$ cat config.mk
export PLATFORM = sky130hd
export DESIGN_NAME = button_event_classifier
export DESIGN_NICKNAME = d
export VERILOG_FILES = /design/src/rtl/button_event_classifier.sv
export SDC_FILE = /design/constraint.sdc
export NUM_CORES = 1
export LEC_CHECK = 0
export ABC_AREA = 1
export BUFFER_PORTS_ARGS = -buffer_cell sky130_fd_sc_hd__clkbuf_2
export CAP_MARGIN = 20
export CORE_ASPECT_RATIO = 1.25
export CORE_MARGIN = 1
export CORE_UTILIZATION = 40
export CTS_CLUSTER_SIZE = 10
export DETAILED_ROUTE_END_ITERATION = 10
export GPL_ROUTABILITY_DRIVEN = 0
export GPL_TIMING_DRIVEN = 1
export SLEW_MARGIN = 20
export SYNTH_ARGS = -nofsm -noshare
export SYNTH_HDL_FRONTEND = slang
export SYNTH_SLANG_ARGS = --single-unit
$ cat constraint.sdc
create_clock -name clk -period 2.2 [get_ports clk]
set_clock_uncertainty 0.1 [all_clocks]
set_input_delay 0.22 -clock clk [delete_from_list [all_inputs] [get_ports clk]]
set_output_delay 0.22 -clock clk [all_outputs]
set_load 0.02 [all_outputs]
$ cat src/rtl/button_event_classifier.sv
// Classifies a debounced, clk-synchronous button level into short, long and
// double press gestures, each reported as a single registered one-cycle pulse.
module button_event_classifier #(
  parameter int unsigned LONG_TICKS = 1000000,
  parameter int unsigned GAP_TICKS  = 500000,
  parameter int unsigned CNT_W      = 21
) (
  input  logic clk,
  input  logic reset,
  input  logic enable,
  input  logic btn_in,
  output logic short_press,
  output logic long_press,
  output logic long_hold,
  output logic double_press,
  output logic busy
);

  typedef enum logic [2:0] {
    IDLE,
    PRESS1,
    LONG_HELD,
    WAIT_GAP,
    PRESS2
  } state_t;

  localparam logic [CNT_W-1:0] LONG_LAST = CNT_W'(LONG_TICKS - 1);
  localparam logic [CNT_W-1:0] GAP_LAST  = CNT_W'(GAP_TICKS - 1);
  localparam logic [CNT_W-1:0] CNT_ONE   = CNT_W'(1);

  state_t           state_q;
  logic [CNT_W-1:0] count_q;
  logic             btn_q;

  // busy and long_hold are updated on every transition so they track the
  // registered state without a separate decode stage.
  always_ff @(posedge clk) begin
    if (reset) begin
      state_q      <= IDLE;
      count_q      <= '0;
      btn_q        <= 1'b1;
      short_press  <= 1'b0;
      long_press   <= 1'b0;
      long_hold    <= 1'b0;
      double_press <= 1'b0;
      busy         <= 1'b0;
    end else begin
      btn_q        <= btn_in;
      short_press  <= 1'b0;
      long_press   <= 1'b0;
      double_press <= 1'b0;
      if (!enable) begin
        state_q   <= IDLE;
        count_q   <= '0;
        long_hold <= 1'b0;
        busy      <= 1'b0;
      end else begin
        case (state_q)
          IDLE: begin
            long_hold <= 1'b0;
            if (btn_in && !btn_q) begin
              state_q <= PRESS1;
              count_q <= CNT_ONE;
              busy    <= 1'b1;
            end else begin
              busy <= 1'b0;
            end
          end
          PRESS1: begin
            // A falling level takes priority over reaching the long threshold.
            if (!btn_in) begin
              state_q <= WAIT_GAP;
              count_q <= CNT_ONE;
            end else if (count_q == LONG_LAST) begin
              state_q    <= LONG_HELD;
              long_press <= 1'b1;
              long_hold  <= 1'b1;
            end else begin
              count_q <= count_q + CNT_ONE;
            end
          end
          LONG_HELD: begin
            if (!btn_in) begin
              state_q   <= IDLE;
              long_hold <= 1'b0;
              busy      <= 1'b0;
            end
          end
          WAIT_GAP: begin
            if (btn_in) begin
              state_q <= PRESS2;
            end else if (count_q == GAP_LAST) begin
              state_q     <= IDLE;
              short_press <= 1'b1;
              busy        <= 1'b0;
            end else begin
              count_q <= count_q + CNT_ONE;
            end
          end
          PRESS2: begin
            if (!btn_in) begin
              state_q      <= IDLE;
              double_press <= 1'b1;
              busy         <= 1'b0;
            end
          end
          default: begin
            state_q   <= IDLE;
            long_hold <= 1'b0;
            busy      <= 1'b0;
          end
        endcase
      end
    end
  end

endmodule

# == Word level (Yosys, flattened, before mapping) ==
# Index checks and enable logic that the tools add are counted.
# word_totals
wordCells,70
regBits,30
# op_classes
n_reduce_logical,14
add_sub_neg,1
muxes,24
n_bitwise,6
n_eq_ne,17
# op_table
cell,count
two-way mux 21 bit,5
case mux 21 bit (3 select lines),1
adder 21 x 1 -> 21 bit (second input constant),1
== test 21 x 19 -> 1 bit (second input constant),1
== test 21 x 20 -> 1 bit (second input constant),1
two-way mux 3 bit,6
inequality test 2 bit (second input constant),8
case mux 3 bit (4 select lines),1
AND reduction 4 bit,3
two-way mux 1 bit,9
inequality test 3 bit (second input constant),3
OR reduction 4 bit,2
== test 3 x 2 -> 1 bit (second input constant),2
NOT 1 bit,6
OR reduction 2 bit,3
AND reduction 5 bit,1
case mux 1 bit (4 select lines),1
== test 3 x 1 -> 1 bit (second input constant),1
== test 3 bit (second input constant),1
logical NOT 3 bit,1
case mux 1 bit (3 select lines),1
nonzero test 3 bit,1
OR reduction 3 bit,1
logical AND 1 bit,1
logical NOT 1 bit,1

# == Longest topological paths before layout ==
# Gate-level depths: netlist (run 1).
# logic_depth
word_depth,4
ltp_mapped,11

# == Least setup slack after synthesis (run 1) ==
# No wires, ideal clock.
# synth_timing
path_kind,flip-flop to flip-flop
from,register count_q[0]
to,register count_q[6]
path_buffers,1
path_slack_ns,0.563
arrival_time_ns,1.422
required_ns,1.985
synth_period_minus_slack_ns,1.637
setup_time_ns,0.115
path_stages_with_launch,10
cell_sequence,dfxtp_1 > ha_1 > nand3_1 > nor2_4 > nand4_2 > nand2_2 > nor2_4 > buf_6 > a21oi_1 > nor2_1
# synth_via
elab_chain_cells,4
elab_cells_between_ends,11
# synth_rtl
item,line_no,text
"start, declared",32,logic [CNT_W-1:0] count_q;
"start signal, assigned",79,count_q <= count_q + CNT_ONE;
"start signal, assigned",97,count_q <= count_q + CNT_ONE;
adder 21 x 1 -> 21 bit,"79, 97",
"two-way mux 21 bit, on equally long branches","92, 74",
"two-way mux 21 bit, on equally long branches","90, 71",
case mux 21 bit (3 select lines),58,case (state_q)
# Several ways; a longest one is shown, not always the timed one. The select of a mux whose other input is x is not followed.
# A chain may end at the register's enable or synchronous reset.

# == Worst setup path in the final report (run 1) ==
# layout_timing
from,register count_q[0]
to,register count_q[4]
# The elaborated chain is that of the path after synthesis.

==> out/metrics.yaml, run 1 <==
outcome: "finished, final reports clean"
pre_cts_ws_ns: 0.183
fmax_mhz: 503
dominant_combinational_cell_family_by_area_after_synthesis: "simple AND/OR/NAND/NOR gates"
clkTransAtPathRegs_ns: 0.07
tns_ns: 0
critPathMaxStageDelay_ns: 0.39
postLayoutCellArea_sq_um: 2170
tightest_slew_ns: 0.444
rrSetupSlack_ns: 0.21
synth.yosys.seq_area_share_pct: 30.9
yosys.cell_types.count: 30
r2r_end: "count_q[4]"
grt_start_max_net_pins: 21
core.rowCount: 28
required_ns: 2.32
leakage_uw: 0.000826
layout_min_cycle_time_ns: 1.99
detailed_place_hpwl_mm: 3.87
powerDensity_nw_per_um2: 501
synth_warnings: 0
post_dp_cell_area_sq_um: 2070
cp_max_fo: 13
tritoncts: "done"
maxSlewViolCount: 0
clockRootBuffer: "clkbuf_8"
htree_levels: 2
netlist_instances: 313
port_buffers: 8
initial_core_util_pct: 41.4
track_usage_pct: 21.7
postSynthAreaPerCell_sq_um: 6.22
grt_pass1_vias: 1840
design.die.area_sq_um: 5150
max_cap_violations: 0
clock_latency_ns: 0.29
cts_buffer_depth: 2
crit_path_cell_trace: "ha_1 > nand3_1 > nor2_4 > nand4_2 > nand3_4 > buf_4 > nand2_1 > a21oi_1"
fp.dieW_microns: 64.4
critical_path_class: "reg2reg"
netlist_area_sq_um: 1950
crit-reg2reg-launch: "count_q[0]"
synthAdderAreaFrac_pct: 0.643
chipHeight_microns: 80.0
grt_pass1_wl_mm: 8.49
floorplan.core_area_sq_um: 4690
residual_drc: 0
worstRegToRegCells: 8
worst_hold_slack_ns: 0.0484
layout.cells.most_common: "nand2_1"
rsz0062_at_grt: "false"
starting_drt_drc_count: 107
via_count_normalized_by_instance_count: 5.12
worstSetupStartpoint: "count_q[0]"
path_depth: 8
worst-endpoint-arrival_ns: 2.11
max-slew-margin-rel_pct: 70.4
synthXorXnorAreaFrac_pct: 2.25
drt_wl_total_mm: 5.05
route.antenna.remaining_nets: 0
path_buf_inv: 1
end_kind: "flop"
syn2layout_area_growth_pct: 11.8
overflow: 0
post_synthesis_compound_gate_area_fraction_pct: 12.0
cts.repair_timing.setup_buffer_count: 0
setup_viol_count_final: 0
setup.worst_path.start_class: "flop"
synthSimpleGateAreaFrac_pct: 44.4
most-common-layout-cells: "82 x nand2_1, 42 x nor2_1, 35 x inv_1, 35 x nand3_1, 30 x dfxtp_1"
io-pin-count: 9
hold_violations: 0
synth-seq-cells: 30
ir_drop_v: 0.000381
hold_path.class: "in2reg"
drt-wirelength-per-cell_microns: 13.0
setup.worst_path.end: "count_q[4]"
antennaDiodeCount: 0
final_core_utilization_pct: 46.3
design.final.nets: 333
numCtsBuffers: 5
synth.mux.area_fraction_pct: 0
worst_slack_ns: 0.210
cp_slowest_cell: "dfxtp_1"
synthesis.nets: 318
grt_antenna_before_repair: 0
clkSinkCount: 30
post_route_cells_drive_above_1_share_pct: 13.4
cell_family_with_most_cp_delay: "simple AND/OR/NAND/NOR gates"
final.period_utilization_pct: 90.4
vias: 1992
drt-pass1-iter-count: 5
sequential cells by signal (all words and copies together), names as in the netlist:
signal	flops
count_q	21
btn_q	1
state_q	3
busy	1
short_press	1
double_press	1
long_hold	1
long_press	1
worst min-delay path by stage:
| stage | depth (start not counted) | slack (ns) | to | from |
|---|---|---|---|---|
| after global placement | 3 | 0.34 | btn_q | reset |
| after floorplan | 2 | 0.24 | btn_q | reset |
| final | 3 | 0.05 | btn_q | reset |
| after global routing | 3 | 0.06 | btn_q | reset |
| after CTS | 3 | 0.05 | btn_q | reset |
| after detailed placement | 3 | 0.34 | btn_q | reset |
where the power goes:
| group | switching [uW] | internal (uW) |
|---|---|---|
| registers | 1.91 | 545 |
| clock network | 227 | 251 |
| logic | 45.1 | 18.8 |
synth_stat cells (all sizes together):
library cell	number	area (sq um)
nand2	85	332
nor2	51	234
inv	38	143
nand3	38	205
dfxtp	30	601
a21oi	23	115
o21ai	14	73.8
nand4	11	75.1
buf	5	36.3
xor2	4	35.0
clkbuf	3	12.5
o21bai	3	22.5
nor3	2	10.0
o211ai	2	15.0
a211oi	1	7.51
ha	1	12.5
nand3b	1	7.51
xnor2	1	8.76
metrics by stage:
step	std cells	power, uW
final	389	1090
after global routing	389	1130
after CTS	389	1100
after detailed placement	381	622
after global placement	381	622
after floorplan	313	605
worst reg2reg max path, stage by stage (launching register included):
cell and delay (ns):
dfxtp_1 0.39, ha_1 0.23, nand3_1 0.14, nor2_4 0.18
nand4_2 0.23, nand3_4 0.24, buf_4 0.20, nand2_1 0.06
a21oi_1 0.14
cell type report:
type	instances	area, sq um
fill	546	2520
multi-input combinational	237	1160
sequential	30	601
inverter	38	143
timing repair buffer	16	100
clock buffer	6	82.6
tap	60	75.1
clock inverter	2	12.5
what timing repair did:
action | CTS | global route
gates resized for setup | 0 | 1
hold endpoints to repair | 0 | 0
setup endpoints to repair | 0 | 10
hold buffers | 0 | 0
metal layers:
metal	routed length, microns	track usage, %
met1	2210	25.4
met2	2490	38.2
met3	228	3.43
met4	121	10.0
met5	0	0
cell families after synthesis:
logic type               count (synthesis)
AND/OR/NAND/NOR                        188
buffers and inverters                   46
AO/OA/AOI/OAI                           43
flip-flops                              30
XOR/XNOR                                 5
adder cells (fa/ha/maj)                  1
Note: power is estimated with default switching activity, not from simulation.
==> inputs of run 2 (changes only) <==
--- a/config.mk
+++ b/config.mk
@@ -8,13 +8,16 @@
 export ABC_AREA = 1
 export BUFFER_PORTS_ARGS = -buffer_cell sky130_fd_sc_hd__clkbuf_2
 export CAP_MARGIN = 20
-export CORE_ASPECT_RATIO = 1.25
+export CELL_PAD_IN_SITES_DETAIL_PLACEMENT = 1
+export CELL_PAD_IN_SITES_GLOBAL_PLACEMENT = 2
+export CORE_ASPECT_RATIO = 1.2
 export CORE_MARGIN = 1
-export CORE_UTILIZATION = 40
+export CORE_UTILIZATION = 33
 export CTS_CLUSTER_SIZE = 10
 export DETAILED_ROUTE_END_ITERATION = 10
 export GPL_ROUTABILITY_DRIVEN = 0
 export GPL_TIMING_DRIVEN = 1
+export PLACE_DENSITY_LB_ADDON = 0.1
 export SLEW_MARGIN = 20
 export SYNTH_ARGS = -nofsm -noshare
 export SYNTH_HDL_FRONTEND = slang
==> run 2 against run 1 <==
Combinational power grew 7.0%. Worst setup slack gained 0.023 ns. Global-route usage grew 0.22 points. Critical path type unchanged. Critical endpoint is now count_q[2]. Register-to-register slack gained 0.02 ns. Utilization shrank 7.3 points. Count of clock-buffer cells in the layout shrank 1. Final area grew 1.7%. Largest power group is now the clock network. Maximum frequency grew 1.2%.
==> out/metrics.yaml, run 2 (synthesized netlist as in run 1, its figures left out) <==
critical_path_class: "reg2reg"  # unchanged
worstSetupStartpoint: "count_q[0]"  # unchanged
design.die.area_sq_um: 6210  # was 5150 sq um
worst_hold_slack_ns: 0.0453  # was 0.0484 ns
route.antenna.remaining_nets: 0  # unchanged
fillerInstances: 781  # was 546
layout_top_registers: "count_q x21, state_q x3"  # unchanged
clkSinkCount: 30  # unchanged
track_usage_pct: 21.9  # was 21.7%
tightest_slew_ns: 0.485  # was 0.444 ns
max-slew-margin-rel_pct: 67.6  # was 70.4%
crit-reg2reg-launch: "count_q[0]"  # unchanged
post_dp_cell_area_sq_um: 2100  # was 2070 sq um
residual_drc: 0  # unchanged
drt_wl_total_mm: 6.24  # was 5.05 mm
tritoncts: "done"  # unchanged
layout.cells.most_common: "nand2_1"  # unchanged
chipHeight_microns: 86.1  # was 80.0 microns
postLayoutCellArea_sq_um: 2210  # was 2170 sq um
setup.worst_path.start_class: "flop"  # unchanged
max_cap_violations: 0  # unchanged
fmax_mhz: 508  # was 503 MHz
starting_drt_drc_count: 82  # was 107
required_ns: 2.32  # about the same
end_kind: "flop"  # unchanged
grt_pass1_wl_mm: 10.4  # was 8.49 mm
setup_viol_count_final: 0  # unchanged
leakage_uw: 0.000826  # about the same
grt_antenna_before_repair: 0  # unchanged
overflow: 0  # unchanged
htree_levels: 2  # unchanged
hold_violations: 0  # unchanged
design.final.nets: 333  # unchanged
largest_register_ffs: 21  # unchanged
vias: 2036  # was 1992
cts-hold-fix-buffers: 0  # unchanged
clkTransAtPathRegs_ns: 0.07  # about the same
worst-endpoint-arrival_ns: 2.09  # was 2.11 ns
final_core_utilization_pct: 39.0  # was 46.3%
most-common-layout-cells: "82 x nand2_1, 42 x nor2_1, 35 x inv_1, 35 x nand3_1, 30 x dfxtp_1"  # unchanged
post_cts_resize_count: 0  # unchanged
multi_input_area_sq_um: 1150  # was 1160 sq um
tns_ns: 0  # unchanged
hold_path.class: "in2reg"  # unchanged
syn2layout_area_growth_pct: 13.6  # was 11.8%
top_register: "count_q"  # unchanged
maxSlewViolCount: 0  # unchanged
post_route_cells_drive_above_1_share_pct: 13.4  # unchanged
via_count_normalized_by_instance_count: 4.98  # was 5.12
powerDensity_nw_per_um2: 540  # was 501 nW/um^2
cp_max_fo: 10  # was 13
clock_latency_ns: 0.29  # about the same
numCtsBuffers: 5  # unchanged
cts.repair_timing.setup_buffer_count: 0  # unchanged
io-pin-count: 9  # unchanged
core.rowCount: 30  # was 28
drt-pass1-iter-count: 4  # was 5
antennaDiodeCount: 0  # unchanged
final-seq-area_sq_um: 601  # unchanged
layout_min_cycle_time_ns: 1.97  # was 1.99 ns
cts_buffer_depth: 2  # unchanged
final.period_utilization_pct: 89.4  # was 90.4%
port_buffers: 8  # unchanged
detailed_place_hpwl_mm: 4.87  # was 3.87 mm
rsz0062_at_grt: "false"  # unchanged
worst_slack_ns: 0.233  # was 0.210 ns
floorplan.core_area_sq_um: 5670  # was 4690 sq um
pre_cts_ws_ns: 0.209  # was 0.183 ns
grt_pass1_vias: 2100  # was 1840
grt_start_max_net_pins: 21  # unchanged
hp-start: "reset"  # unchanged
drt-wirelength-per-cell_microns: 15.2  # was 13.0 microns
ir_drop_v: 0.000273  # was 0.000381 V
initial_core_util_pct: 34.3  # was 41.4%
clockRootBuffer: "clkbuf_8"  # unchanged
fp.dieW_microns: 72.1  # was 64.4 microns
outcome: "finished, final reports clean"  # unchanged
[run 2: power by group]
| part | switching [uW] | internal (uW) |
|---|---|---|
| Clock | 242 | 337 |
| Sequential | 1.87 | 545 |
| Combinational | 48.9 | 19.6 |
| Total | 293 | 901 |
[run 2: final timing paths]
check,endpoint,slack (ns),cells past startpoint
worst max-delay path,count_q[2],0.23,8
worst min-delay path,btn_q,0.05,3
worst max register to register,count_q[2],0.23,8
worst min register to register,busy,0.37,2
[run 2: final cells by class]
class,count,area share (%)
Clock buffer,5,3.11
Clock inverter,3,2.04
Inverter,38,6.45
Multi-Input combinational cell,237,52.2
Sequential cell,30,27.2
Tap cell,80,4.53
Timing Repair Buffer,16,4.53
[run 2: through the flow]
step	total power [uW]	std cells
floorplan	605	313
global placement	628	401
detailed placement	629	401
CTS	1220	409
global route	1240	409
finish	1190	409
[run 2: worst max-delay path, stage by stage (launching register included)]
cell and delay (ns):
dfxtp_1 0.39, ha_1 0.22, nand3_1 0.13, nor2_4 0.17, nand4_2 0.22, nand3_2 0.26
buf_4 0.22, nand2_1 0.07, a21oi_1 0.13
[run 2: metal layers]
metal	wire length (microns)	vias to the layer above	share of wire, %	track usage (%)
met2	3180	24	51	39.1
met3	148	12	2.4	4.00
met5	0	-	0	0
met1	2770	959	44	25.7
li1	-	1041	-	-
met4	140	0	2.2	8.20
